===== src/rtl/pipe_ctrl.sv =====
// Pipeline hazard/sequencing controller: hold/flush/redirect generation, pending-jump buffer, stall counter.
// Optional MC watchdog enabled by defining PIPE_CTRL_MC_TIMEOUT_EN.
module pipe_ctrl #(
    parameter int MC_TIMEOUT  = 64,
    parameter int STALL_CNT_W = 32
) (
    input  logic                   clk,
    input  logic                   rst_n,
    input  logic [4:0]             id_rs1_addr,
    input  logic [4:0]             id_rs2_addr,
    input  logic                   id_rs1_ren,
    input  logic                   id_rs2_ren,
    input  logic [4:0]             ex_rd_addr,
    input  logic                   ex_rd_w_en,
    input  logic                   ex_is_load,
    input  logic                   ex_jump_en,
    input  logic [31:0]            ex_jump_addr,
    input  logic                   ex_mc_start,
    input  logic                   ex_mc_done,
    input  logic                   mem_stall_req,
    output logic                   pc_hold,
    output logic                   if_id_hold,
    output logic                   id_ex_hold,
    output logic                   if_id_flush,
    output logic                   id_ex_flush,
    output logic                   jump_en_o,
    output logic [31:0]            jump_addr_o,
    output logic [STALL_CNT_W-1:0] stall_cnt,
    output logic                   mc_timeout_o
);

    typedef enum logic [0:0] {RUN, MC_BUSY} state_t;

    state_t      state, state_nxt;
    logic        jump_pend, jump_pend_nxt;
    logic [31:0] jump_addr_q, jump_addr_nxt;
    logic        load_use;
    logic        mc_expire;

    assign load_use = ex_is_load & ex_rd_w_en & (ex_rd_addr != 5'd0) &
                      ((id_rs1_ren & (id_rs1_addr == ex_rd_addr)) |
                       (id_rs2_ren & (id_rs2_addr == ex_rd_addr)));

`ifdef PIPE_CTRL_MC_TIMEOUT_EN
    localparam int MC_CNT_W = ($clog2(MC_TIMEOUT) + 1 > 8) ? $clog2(MC_TIMEOUT) + 1 : 8;

    logic [MC_CNT_W-1:0] mc_cnt;
    logic                mc_timeout_q;

    // Held at zero in RUN, so it is already cleared on entry to MC_BUSY.
    always_ff @(posedge clk) begin
        if (!rst_n) begin
            mc_cnt       <= '0;
            mc_timeout_q <= 1'b0;
        end else begin
            if (state == RUN)
                mc_cnt <= '0;
            else if (!mem_stall_req && !ex_mc_done)
                mc_cnt <= mc_cnt + MC_CNT_W'(1);
            if (mc_expire)
                mc_timeout_q <= 1'b1;
        end
    end

    assign mc_expire    = (state == MC_BUSY) && !mem_stall_req && !ex_mc_done &&
                          (mc_cnt == MC_CNT_W'(MC_TIMEOUT - 1));
    assign mc_timeout_o = mc_timeout_q;
`else
    logic unused_mc_timeout;
    assign unused_mc_timeout = (MC_TIMEOUT > 0);
    assign mc_expire         = 1'b0;
    assign mc_timeout_o      = 1'b0;
`endif

    always_ff @(posedge clk) begin
        if (!rst_n) begin
            state       <= RUN;
            jump_pend   <= 1'b0;
            jump_addr_q <= '0;
        end else begin
            state       <= state_nxt;
            jump_pend   <= jump_pend_nxt;
            jump_addr_q <= jump_addr_nxt;
        end
    end

    always_comb begin
        pc_hold       = 1'b0;
        if_id_hold    = 1'b0;
        id_ex_hold    = 1'b0;
        if_id_flush   = 1'b0;
        id_ex_flush   = 1'b0;
        jump_en_o     = 1'b0;
        jump_addr_o   = jump_addr_q;
        state_nxt     = state;
        jump_pend_nxt = jump_pend;
        jump_addr_nxt = jump_addr_q;

        if (mem_stall_req) begin
            pc_hold    = 1'b1;
            if_id_hold = 1'b1;
            id_ex_hold = 1'b1;
            if (ex_jump_en) begin
                jump_pend_nxt = 1'b1;
                jump_addr_nxt = ex_jump_addr;
            end
        end else if (state == MC_BUSY) begin
            if (ex_jump_en) begin
                jump_pend_nxt = 1'b1;
                jump_addr_nxt = ex_jump_addr;
            end
            if (ex_mc_done || mc_expire) begin
                state_nxt = RUN;
            end else begin
                pc_hold    = 1'b1;
                if_id_hold = 1'b1;
                id_ex_hold = 1'b1;
            end
        end else if (ex_jump_en || jump_pend) begin
            // A buffered jump is older than any new EX jump, so it redirects first.
            jump_en_o     = 1'b1;
            jump_addr_o   = jump_pend ? jump_addr_q : ex_jump_addr;
            if_id_flush   = 1'b1;
            id_ex_flush   = 1'b1;
            jump_pend_nxt = 1'b0;
        end else if (ex_mc_start) begin
            if (!ex_mc_done) begin
                pc_hold    = 1'b1;
                if_id_hold = 1'b1;
                id_ex_hold = 1'b1;
                state_nxt  = MC_BUSY;
            end
        end else if (load_use) begin
            pc_hold     = 1'b1;
            if_id_hold  = 1'b1;
            id_ex_flush = 1'b1;
        end
    end

    always_ff @(posedge clk) begin
        if (!rst_n)
            stall_cnt <= '0;
        else if (pc_hold && (stall_cnt != '1))
            stall_cnt <= stall_cnt + STALL_CNT_W'(1);
    end

endmodule


===== config.mk =====
export PLATFORM = sky130hd
export DESIGN_NAME = pipe_ctrl
export DESIGN_NICKNAME = d
export VERILOG_FILES = /design/src/rtl/pipe_ctrl.sv
export SDC_FILE = /design/constraint.sdc
export NUM_CORES = 1
export LEC_CHECK = 0
export BUFFER_PORTS_ARGS = -buffer_cell sky130_fd_sc_hd__buf_2
export CAP_MARGIN = 20
export CORE_MARGIN = 4
export CORE_UTILIZATION = 31
export DETAILED_ROUTE_END_ITERATION = 6
export PLACE_DENSITY_LB_ADDON = 0.25
export SYNTH_ARGS = -nofsm -noshare
export SYNTH_HDL_FRONTEND = slang
export SYNTH_SLANG_ARGS = --single-unit

===== constraint.sdc =====
create_clock -name clk -period 2.75 [get_ports clk]
set_input_delay 0.4125 -clock clk [delete_from_list [all_inputs] [get_ports clk]]
set_output_delay 0.4125 -clock clk [all_outputs]
set_load 0.01 [all_outputs]

==> results.md <==
- Mapped Area: 0.003507 sq mm
- Core footprint: 0.01094 sq mm
- Crit Path Class: reg2reg
- Ys async rst share: 0%
- Crit Path Max Fanout: 19
- Input/output buffers: 126
- Post-DP HPWL: 7238 microns
- Gr ovfl total: 0
- Min-Delay Path Class: in2reg
- Final net count: 606
- Vias in the first global route: 3343
- Multi-input logic area: 0.001996 sq mm
- ANT cells: 0
- Avg Cell Area, Syn: 8.252 sq um
- Post-route cell area: 0.004566 sq mm
- Setup WS pre-CTS: 0.1893 ns
- Pre-antenna DRT Iters: 4
- Syn Nets: 483
- Post_cts resized: 0
- Endpoints failing hold: 0
- Die width: 114.4 microns
- Max_cap viols: 0
- R2r setup slk: 0.33 ns
- Gr usage total: 15.30%
- Critical path's slowest cell: nor4_1
- Initial antenna violation count: 0
- Sequential fraction of the synthesis area: 37.67%
- Layout area overhead: 30.18%
- CTS Hold Buffers Added: 0
- Post-route setup slack: 0.3267 ns
- Std cell rows: 38
- Synth Flop Type: dfxtp_1
- IR drop worst, VDD: 0.2304 mV
- Crit path largest cell delay: 0.53 ns
- Root buf cell: clkbuf_16
- Worst skew pair latency: 0.33 ns
- Ys Warns: 0
- Cells after synthesis: 425
- Pin count of the biggest net entering global routing: 34
- RSZ-0062 raised after global routing: no
- Placed inst area: 0.004294 sq mm
- Worst-path clk slew: 0.05 ns
- Pwr dens: 529.9 mW/mm^2
- DR iter-0 viols: 166
- Relative slew slack: 40.91%
- Final setup vio count: 0
- Routed wire per std cell: 14.68 microns
- Worst setup SP type: flop
- Pins Over Slew Limit: 0
- Total CTS buffers: 9
- Hold WS: 0.3294 ns
- Fill cells: 1123
- Fmax: 0.4127 GHz
- Worst Path Required: 2.97 ns
- Final WL: 10160 microns
- Worst slew pin tran: 0.8838 ns
- Longest Clk Path Bufs: 2
- Number of flops mapped to enable cells by yosys: 0
- H-Tree Depth: 3
- Die Area: 0.01308 sq mm
- Via count: 3478
- FF+latch count, synth: 66
- Ports: 128
- Final Critical Period: 2.423 ns
- Status: complete, no violations
- Height of the die: 114.4 microns
- CTS tree: done
- Unique cell type count in the Yosys netlist: 49
- Global-route wire length before repair: 15990 microns
- TNS Setup: 0 ns
- DRC viols: 0
- Final clock skew: 0.006295 ns
- Number of nets with antenna violations after routing: 0
- Final Wtd Congestion: 0.7570
- Layout cells sized above 1: 36.59%
- Critical Path, Cell by Cell: nand4_2, nor4_1, buf_4, nand3_1, o211ai_2, buf_4, nor4_1, o21bai_1
- Post-CTS setup buffers: 0
- Register Area: 0.001321 sq mm
- Initial Utilization: 32.07%
- Lkg Pwr: 0.001937 uW
- Setup crit end kind: flop
- Clock Sink Count: 66
- Period utilization: 88.12%
- Vias per cell: 5.026
- Crit path DAT: 2.64 ns
==> flip-flops by register name, summed over array words and instances, names as in the netlist <==
| name | flops |
|---|---|
| state | 1 |
| stall_cnt | 32 |
| jump_addr_q | 32 |
| jump_pend | 1 |
==> cell families (layout without fill, tap and decap cells) <==
family,after synthesis,after routing,synth area share (%)
AO/OA/AOI/OAI,90,90,14.88
XOR/XNOR,12,12,2.997
adder cells (fa/ha/maj),1,1,0.3567
buffers and inverters,37,164,5.708
flip-flops,66,66,37.67
multiplexers,38,38,11.99
other,1,1,0.1069
AND/OR/NAND/NOR,180,180,26.29
==> power breakdown <==
group | switching, uW | total, uW | leakage (uW) | internal (uW)
sequential | 19.2 | 1010 | 0.000537 | 988
combinational | 197 | 363 | 0.00126 | 166
clock | 400 | 1050 | 0.000138 | 649
==> Yosys cell counts, types with 2 or more instances <==
library cell,instances,area share [%]
nand4_1,9,1.6
or4_1,7,1.5
and2_1,2,0.36
clkbuf_1,17,1.8
o2111ai_1,2,0.50
a21oi_1,52,7.4
nor3_1,4,0.57
dfxtp_1,66,38
inv_1,7,0.75
o41ai_1,3,0.75
buf_4,4,0.86
xnor2_1,11,2.7
o311ai_0,3,0.75
or3_1,16,2.9
nor2b_1,2,0.36
o21ai_0,15,2.1
o31ai_1,7,1.5
mux2_2,32,10
and4_1,4,1.0
nand2_1,90,9.6
mux2i_1,6,1.7
nand3_1,12,1.7
nor2_1,9,0.96
buf_2,3,0.43
clkbuf_8,2,0.78
buf_6,3,0.96
nand2b_1,9,1.6
nor4_1,6,1.1
or4_2,2,0.50
==> worst paths after layout <==
check	depth (start not counted)	end	start
max	8	stall_cnt[26]	stall_cnt[10]
min	3	jump_addr_q[17]	ex_jump_addr[17]
max reg2reg	8	stall_cnt[26]	stall_cnt[10]
min reg2reg	2	jump_addr_q[21]	jump_addr_q[21]
==> cell type report <==
cell class / instances / share of cell area (%)
multi-input cells: 322 / 43.71
flip-flops and latches: 66 / 28.94
repair buffers: 142 / 16.99
clock buffers: 12 / 5.618
well taps: 140 / 3.837
inverters: 7 / 0.5755
clock inverters: 3 / 0.3289
==> critical path: cells and delay by family, from the launching register on <==
family	cells	cell delay [ns]
compound gates	2	0.54
buf+inv	2	0.47
flops	1	0.43
simple gates	4	0.87
==> layout by cell type, fill, tap and decap left out, types with 11 or more instances in the layout <==
master,netlist,layout
a21oi_1,52,52
buf_2,3,126
buf_4,4,14
dfxtp_1,66,66
mux2_2,32,32
nand2_1,90,90
nand3_1,12,12
o21ai_0,15,15
or3_1,16,16
xnor2_1,11,11
==> per-layer routing <==
layer / vias to the layer above / routed length (microns) / global-route usage [%] / part of all wire, %
met4: 0 / 113 / 5.542 / 1.1
met5: - / 0 / 0 / 0
met2: 89 / 4900 / 25.80 / 48
met3: 7 / 566 / 4.493 / 5.6
li1: 1764 / - / - / -
met1: 1618 / 4578 / 18.46 / 45
==> through the flow <==
stage	total power [uW]	utilization, %	cells
floorplan	1248	-	425
global placement	1387	39.27	677
detailed placement	1396	39.27	677
CTS	2465	41.75	692
global route	2542	41.75	692
finish	2419	41.75	692
(Power assumes the default switching activity.)
